--- src/rtl/lsu_pkg.sv ---
// Shared constants for the load/store unit: RV32I funct3 codes,
// access-size encoding, FSM state encoding and the fault decode.
package lsu_pkg;

  // RV32I load/store width/sign codes
  localparam logic [2:0] F3_B  = 3'b000;
  localparam logic [2:0] F3_H  = 3'b001;
  localparam logic [2:0] F3_W  = 3'b010;
  localparam logic [2:0] F3_BU = 3'b100;
  localparam logic [2:0] F3_HU = 3'b101;

  // Access size is carried in funct3[1:0]; funct3[2] selects zero extension
  localparam logic [1:0] SZ_B = 2'b00;
  localparam logic [1:0] SZ_H = 2'b01;
  localparam logic [1:0] SZ_W = 2'b10;

  typedef enum logic [2:0] {
    ST_IDLE,
    ST_LOAD,
    ST_RMW_RD,
    ST_WRITE,
    ST_RESP
  } lsu_state_t;

  // Illegal width code for the direction, or address not aligned to the size
  function automatic logic lsu_is_fault(input logic write, input logic [2:0] f3,
                                        input logic [1:0] off);
    logic bad_code;
    logic misaligned;
    if (write)
      bad_code = !((f3 == F3_B) || (f3 == F3_H) || (f3 == F3_W));
    else
      bad_code = (f3 == 3'b011) || (f3 == 3'b110) || (f3 == 3'b111);
    misaligned = ((f3[1:0] == SZ_H) && off[0]) ||
                 ((f3[1:0] == SZ_W) && (off != 2'b00));
    return bad_code || misaligned;
  endfunction

endpackage

--- src/rtl/lsu_align.sv ---
// Byte-lane steering: load extraction with sign/zero extension, and
// sub-word merge of store data into a read word.
module lsu_align
  import lsu_pkg::*;
(
  input  logic [31:0] word,
  input  logic [1:0]  byte_off,
  input  logic [2:0]  funct3,
  input  logic [15:0] store_lane,
  output logic [31:0] load_data,
  output logic [31:0] merge_data
);

  logic [7:0]  sel_byte;
  logic [15:0] sel_half;
  logic        sext;

  // Select the addressed lane and extend it for loads
  always_comb begin
    sext = ~funct3[2];
    case (byte_off)
      2'd0:    sel_byte = word[7:0];
      2'd1:    sel_byte = word[15:8];
      2'd2:    sel_byte = word[23:16];
      default: sel_byte = word[31:24];
    endcase
    sel_half = byte_off[1] ? word[31:16] : word[15:0];
    case (funct3[1:0])
      SZ_B:    load_data = {{24{sext & sel_byte[7]}}, sel_byte};
      SZ_H:    load_data = {{16{sext & sel_half[15]}}, sel_half};
      default: load_data = word;
    endcase
  end

  // Insert the low store bits into the addressed lane of the read word
  always_comb begin
    merge_data = word;
    if (funct3[1:0] == SZ_H) begin
      if (byte_off[1]) merge_data[31:16] = store_lane;
      else             merge_data[15:0]  = store_lane;
    end else if (funct3[1:0] == SZ_B) begin
      case (byte_off)
        2'd0:    merge_data[7:0]   = store_lane[7:0];
        2'd1:    merge_data[15:8]  = store_lane[7:0];
        2'd2:    merge_data[23:16] = store_lane[7:0];
        default: merge_data[31:24] = store_lane[7:0];
      endcase
    end
  end

endmodule

--- src/rtl/load_store_unit.sv ---
// Single-outstanding load/store unit with read-modify-write for sub-word
// stores against a word-wide memory with combinational read.
module load_store_unit
  import lsu_pkg::*;
(
  input  logic        clk,
  input  logic        reset,
  input  logic        req_valid,
  output logic        req_ready,
  input  logic        req_write,
  input  logic [2:0]  funct3,
  input  logic [31:0] addr,
  input  logic [31:0] wdata,
  output logic        resp_valid,
  output logic [31:0] rdata,
  output logic        fault,
  output logic        mem_read,
  output logic        mem_write,
  output logic [31:0] mem_address,
  output logic [31:0] mem_write_data,
  input  logic [31:0] mem_read_data
);

  lsu_state_t  state, state_nx;
  logic        req_write_q;
  logic [2:0]  funct3_q;
  logic [31:0] addr_q;
  logic [31:0] wdata_q;
  logic        fault_q;
  logic [31:0] store_buf;
  logic [31:0] load_word;
  logic [31:0] merged_word;
  logic        req_fault;
  logic        accept;

  assign req_fault = lsu_is_fault(req_write, funct3, addr[1:0]);
  assign accept    = req_valid && (state == ST_IDLE);

  lsu_align u_align (
    .word       (mem_read_data),
    .byte_off   (addr_q[1:0]),
    .funct3     (funct3_q),
    .store_lane (wdata_q[15:0]),
    .load_data  (load_word),
    .merge_data (merged_word)
  );

  // State register
  always_ff @(posedge clk) begin
    if (reset) state <= ST_IDLE;
    else       state <= state_nx;
  end

  // Capture the request on acceptance; held until the next acceptance
  always_ff @(posedge clk) begin
    if (reset) begin
      req_write_q <= 1'b0;
      funct3_q    <= '0;
      addr_q      <= '0;
      wdata_q     <= '0;
      fault_q     <= 1'b0;
    end else if (accept) begin
      req_write_q <= req_write;
      funct3_q    <= funct3;
      addr_q      <= addr;
      wdata_q     <= wdata;
      fault_q     <= req_fault;
    end
  end

  // Load result and RMW store buffer, written only in their data states
  always_ff @(posedge clk) begin
    if (reset) begin
      rdata     <= '0;
      store_buf <= '0;
    end else begin
      if (state == ST_LOAD)   rdata     <= load_word;
      if (state == ST_RMW_RD) store_buf <= merged_word;
    end
  end

  // Next-state routing and state-decoded outputs
  always_comb begin
    state_nx       = state;
    req_ready      = 1'b0;
    resp_valid     = 1'b0;
    fault          = 1'b0;
    mem_read       = 1'b0;
    mem_write      = 1'b0;
    mem_address    = {2'b00, addr_q[31:2]};
    mem_write_data = (req_write_q && (funct3_q == F3_W)) ? wdata_q : store_buf;
    case (state)
      ST_IDLE: begin
        req_ready   = 1'b1;
        mem_address = '0;
        if (req_valid) begin
          if (req_fault)          state_nx = ST_RESP;
          else if (!req_write)    state_nx = ST_LOAD;
          else if (funct3 == F3_W) state_nx = ST_WRITE;
          else                    state_nx = ST_RMW_RD;
        end
      end
      ST_LOAD: begin
        mem_read = 1'b1;
        state_nx = ST_RESP;
      end
      ST_RMW_RD: begin
        mem_read = 1'b1;
        state_nx = ST_WRITE;
      end
      ST_WRITE: begin
        mem_write = 1'b1;
        state_nx  = ST_RESP;
      end
      ST_RESP: begin
        resp_valid = 1'b1;
        fault      = fault_q;
        state_nx   = ST_IDLE;
      end
      default: state_nx = ST_IDLE;
    endcase
  end

endmodule

--- config.mk ---
export PLATFORM = sky130hd
export DESIGN_NAME = load_store_unit
export DESIGN_NICKNAME = d
export VERILOG_FILES = /design/src/rtl/lsu_pkg.sv /design/src/rtl/lsu_align.sv /design/src/rtl/load_store_unit.sv
export SDC_FILE = /design/constraint.sdc
export NUM_CORES = 1
export LEC_CHECK = 0
export BUFFER_PORTS_ARGS = -buffer_cell sky130_fd_sc_hd__buf_2
export CAP_MARGIN = 20
export CORE_MARGIN = 1
export CORE_UTILIZATION = 47
export CTS_CLUSTER_SIZE = 20
export DETAILED_ROUTE_END_ITERATION = 8
export PLACE_DENSITY_LB_ADDON = 0.08
export SLEW_MARGIN = 10
export SYNTH_ARGS = -nofsm -noshare
export SYNTH_HDL_FRONTEND = slang
export SYNTH_HIERARCHICAL = 1
export SYNTH_SLANG_ARGS = --single-unit
export TNS_END_PERCENT = 100
--- constraint.sdc ---
create_clock -name clk -period 1.6 [get_ports clk]
set_input_delay 0.16 -clock clk [delete_from_list [all_inputs] [get_ports clk]]
set_output_delay 0.16 -clock clk [all_outputs]
set_load 0.02 [all_outputs]
; After elaboration in Yosys (flattened, before gate mapping)
; Cells that the tools add are included.
[word_totals]
reg_bits = 136
input_bits = 103
output_inout_bits = 101
word_cells = 70
[op_classes]
n_eq_ne = 16
mux = 24
bitwise_logic = 3
reduce_logical = 19
[ops]
columns = op, n
row1 = $mux W32, 3
row2 = $pmux W32 S2, 1
row3 = $mux W16, 3
row4 = $mux W8, 4
row5 = $mux W30, 1
row6 = $pmux W8 S3, 1
row7 = $eq A3 B2 Y1 const B, 5
row8 = $eq A3 B3 Y1 const B, 3
row9 = $pmux W3 S3, 1
row10 = $mux W1, 7
row11 = $eq A2 B1 Y1 const B, 3
row12 = $eq A3 B1 Y1 const B, 2
row13 = $logic_not A3 Y1, 2
row14 = $logic_or A1 B1 Y1, 6
row15 = $mux W3, 2
row16 = $eq A2 B2 Y1 const B, 2
row17 = $logic_and A1 B1 Y1, 4
row18 = $logic_not A2 Y1, 2
row19 = $reduce_or A2 Y1, 2
row20 = $reduce_or A3 Y1, 1
row21 = $and A1 B1 Y1, 2
row22 = $mux W2, 1
row23 = $ne A2 B2 Y1 const B, 1
row24 = $reduce_bool A2 Y1, 1
row25 = 2 further kinds, 2

; Longest topological paths before layout
[depth]
ltp_word = 9
mapped_depth = 8
depth_no_buf = 5

; Hierarchy
; The synthesis kept the hierarchy.
[modules_own_cells]
columns = module, n_inst, cells_per_inst, area_each_um2, seq_area_each_um2
row1 = load_store_unit, 1, 642, 5427.7, 2722.6
row2 = lsu_align, 1, 160, 1194.9, 0.0

; Least setup slack after synthesis
; OpenSTA, ideal clock, no wires.
[synth_timing]
kind = flip-flop to flip-flop
startpoint = register addr_q[1]
endpoint = register store_buf[20]
setup_ps = 128
arrival_time_ps = 1628
required_ps = 1472
path_slack_ps = -156
stages_incl_launch_ff = 8
path_buffers = 2
synth_period_minus_slack_ps = 1756
cell_sequence = dfxtp_1 buf_2 clkinv_1 nor3_4 buf_6 mux2_2 mux2i_1 nor2_1
[synth_via]
elab_chain_cells = 4
word_cells_on_any_way = 5
cone_classes = eq/ne: 1 / mux: 4
[synth_lines]
columns = item, line_no
row1 = "start, declared", load_store_unit.sv:27  ; logic [31:0] addr_q;
row2 = "start signal, assigned", load_store_unit.sv:65  ; addr_q <= addr;
row3 = $eq A2 B2 Y1, lsu_align.sv:42  ; case (byte_off)
row4 = $mux W8, lsu_align.sv:42
row5 = $mux W32, lsu_align.sv:41  ; end else if (funct3[1:0] == SZ_B) begin
row6 = $mux W32 *, lsu_align.sv:38  ; if (funct3[1:0] == SZ_H) begin
row7 = net merged_word[20], load_store_unit.sv:32  ; logic [31:0] merged_word;
row8 = "end signal, assigned", load_store_unit.sv:78  ; if (state == ST_RMW_RD) store_buf <= merged_word;
row9 = "end, declared", load_store_unit.sv:30  ; logic [31:0] store_buf;
; Mark *: on every way through the listed nets, which the timed path passes. The rest lies on a longest branch.
; A chain may end at the register's enable or synchronous reset.

; Final worst setup path
[layout_timing]
startpoint = register funct3_q[0]
endpoint = output port mem_write_data[29]
[layout_via]
elab_chain_cells = 3
[layout_lines]
columns = item, line_no
row1 = "start, declared", load_store_unit.sv:26  ; logic [2:0] funct3_q;
row2 = "start signal, assigned", load_store_unit.sv:64  ; funct3_q <= funct3;
row3 = $eq A3 B2 Y1, load_store_unit.sv:91  ; mem_write_data = (req_write_q && (funct3_q == F3_W)) ? wdata_q : store_buf;
row4 = $logic_and A1 B1 Y1, load_store_unit.sv:91
row5 = $mux W32, load_store_unit.sv:91
row6 = "end, declared", load_store_unit.sv:20  ; output logic [31:0] mem_write_data,
; Every way passes these cells.

==> impl_metrics.ini <==
[outcome]
status = finished, violations left
violations = setup timing

[sta]
fin_ws_ns = -0.560
slew_viol_final = 0
finClkSkew_ns = 0.0109
hold_viol_final = 0
max-slew-margin-rel = 0.657
rsz0062_at_grt = yes
min_period_ns = 2.16
tightest_slew_ns = 0.515
setup_viol = 163
period_share = 1.35
tns_ns = -35.36
fmax_mhz = 463

[global_route]
antenna_found_initial = 1
grt_overflow = 0
top_usage_layer = met2
grt_max_degree = 45
grtUsageMet3 = 0.0670
met1_usage = 0.367
grt_pass1_vias = 6824
grt_use_met2 = 0.534
grt_use_total = 0.308
grt_pass1_wl_um = 34800

[die]
core_mm2 = 0.0138
die_x_um = 121
io_pins = 204
start_util = 0.479
die_h_um = 121
die_area_mm2 = 0.0146
rows = 43

[run]
maxCapViolations = 0

[synth]
ys_warn_count = 6
yosysSeqAreaShare = 0.411
async_flop_share = 0
synth-main-ff-cell = dfxtp_1
netlist_instances = 802
syn_area_per_cell_um2 = 8.26
synth_edf_count = 0
ys_types = 46
syn-cell-area_mm2 = 0.00662
synth_seq_cells = 136

[critical_path]
regToRegStartpoint = funct3_q[0]
arrival_ns = 2.00
reg2reg_to = store_buf[30]
cp_slowest_cell = dfxtp_2
max_stage_delay_ns = 0.32
end_kind = output port
reg2reg_depth = 9
path_cells = buf_6 > nor4bb_4 > buf_6 > clkbuf_16 > mux2_4 > buf_6
start_kind = register
reg2reg_slack_ns = -0.38
worstSetupPathType = register to output port
path_common_cell = buf_6
worstPathRequired_ns = 1.44
cp_max_fo = 5

[drt]
ant_nets = 0
firstDrtPassIters = 6
drt-initial-drc-count = 590
wl_per_cell_um = 21.1
routed_wl_um = 27500
dr_total_vias = 7517
drt-vias-per-instance = 5.76
post-route-drc-count = 0

[place]
pre_cts_ws_ns = -0.259
dp_hpwl_um = 13300
gp_congestion = 0.864
port_buffers = 201
place_area_mm2 = 0.00810

[power_and_ir_drop]
leakagePower_nw = 4.83
p_total_mw = 10.6
vdd_drop_max_v = 0.000741
power.density_mw_per_mm2 = 905

[min_path]
min_path_cells = 3
whs_endpoint = funct3_q[1]
hold_class = primary input to register
hold_start = funct3[1]

[layout]
finalNetCount = 1215
utilization = 0.850
drive_above_1_share = 0.487
final_common_cell = nand2_1
fin_area_mm2 = 0.0118
area_growth_pct = 77.5
final_cell_mix = 181 x nand2_1, 135 x buf_2, 129 x dfxtp_1

[clock_tree]
cts_tree = yes
htreeDepth = 4
cts-root-buf = clkbuf_16
cts_buffers = 17
clock_latency_ns = 0.42
clkSinkCount = 136
clkTransAtPathRegs_ns = 0.05
ctsLongestPathBuffers = 2
[layout make-up]
class / instances / area, um2
multi-input combinational: 592 / 4800
timing repair buffer: 360 / 3390
sequential: 136 / 2740
fill: 682 / 2070
clock buffer: 24 / 472
tap: 180 / 225
clock inverter: 8 / 96.3
inverter: 5 / 27.5
antenna: 1 / 2.50
[cells in the mapped netlist, drive strengths merged (2+ instances only)]
cell,number,share of area
a21oi,136,0.10
o221ai,8,0.011
or3b,2,0.0026
nor2b,33,0.031
a41o,2,0.0030
a2bb2oi,8,0.011
or2,2,0.0019
o2bb2a,7,0.011
and2,2,0.0019
nor3b,5,0.0064
clkinv,2,0.0011
mux2i,40,0.060
buf,35,0.035
clkbuf,36,0.020
nor3,6,0.0070
o22ai,7,0.010
nand2,211,0.12
a22oi,10,0.012
dfxtp,136,0.41
nor2,39,0.022
mux2,51,0.087
inv,3,0.0017
a221o,7,0.011
o22a,3,0.0040
[worst max path at each step]
stage / cells after the start / start / to / slack (ns)
floorplan: 8 / funct3_q[1] / store_buf[13] / -0.09
global placement: 4 / funct3_q[1] / mem_write_data[31] / -0.21
detailed placement: 5 / addr_q[1] / store_buf[16] / -0.26
CTS: 7 / funct3_q[0] / mem_write_data[21] / -0.59
global route: 6 / funct3_q[0] / mem_write_data[29] / -0.61
finish: 6 / funct3_q[0] / mem_write_data[29] / -0.56
[state kept, by name, indices dropped and copies added, names as in the netlist]
signal,flops
addr_q,32
fault_q,1
funct3_q,3
rdata,32
req_write_q,1
state,3
store_buf,32
wdata_q,32
[per-layer routing]
metal,share of wire,routed length (um)
met5,0,0
met4,0.038,1050
met3,0.077,2110
met2,0.50,13800
met1,0.38,10500
[per-stage QoR]
stage / std cells / hold WS [ns]
after floorplan: 803 / 0.296
after global placement: 1160 / 0.400
after detailed placement: 1160 / 0.405
after CTS: 1285 / 0.00568
after global routing: 1305 / 0.0258
final: 1306 / 0.0197
[power by group]
| part | internal, mW | switching, mW | leakage (nW) |
|---|---|---|---|
| sequential | 3.57 | 0.180 | 1.11 |
| clock | 2.37 | 1.47 | 0.278 |
| combinational | 1.53 | 1.53 | 3.44 |
| total | 7.47 | 3.17 | 4.83 |
[timing repair]
| item | in CTS | in global routing |
|---|---|---|
| setup buffers | 23 | 20 |
| setup endpoints to repair | 131 | 163 |
| cloned | 10 | 9 |
| hold endpoints to repair | 62 | 0 |
| resized for setup | 206 | 248 |
| hold buffers | 62 | 0 |
| pin swaps | 29 | 72 |
[kinds of logic after synthesis]
family | count (synthesis) | synth area share
other | 1 | 0.000566
muxes | 91 | 0.147
and+or+nand+nor | 306 | 0.203
DFF | 136 | 0.411
buffers and inverters | 76 | 0.0586
AOI/OAI and AO/OA | 192 | 0.180
[worst max-delay path, delay by kind of cell (launching register included)]
kind	cells	cell delay (ns)
flops	1	0.32
buf+inv	4	0.63
mux	1	0.31
simple gates	1	0.31
No activity file was read; power rests on OpenSTA's default activity.
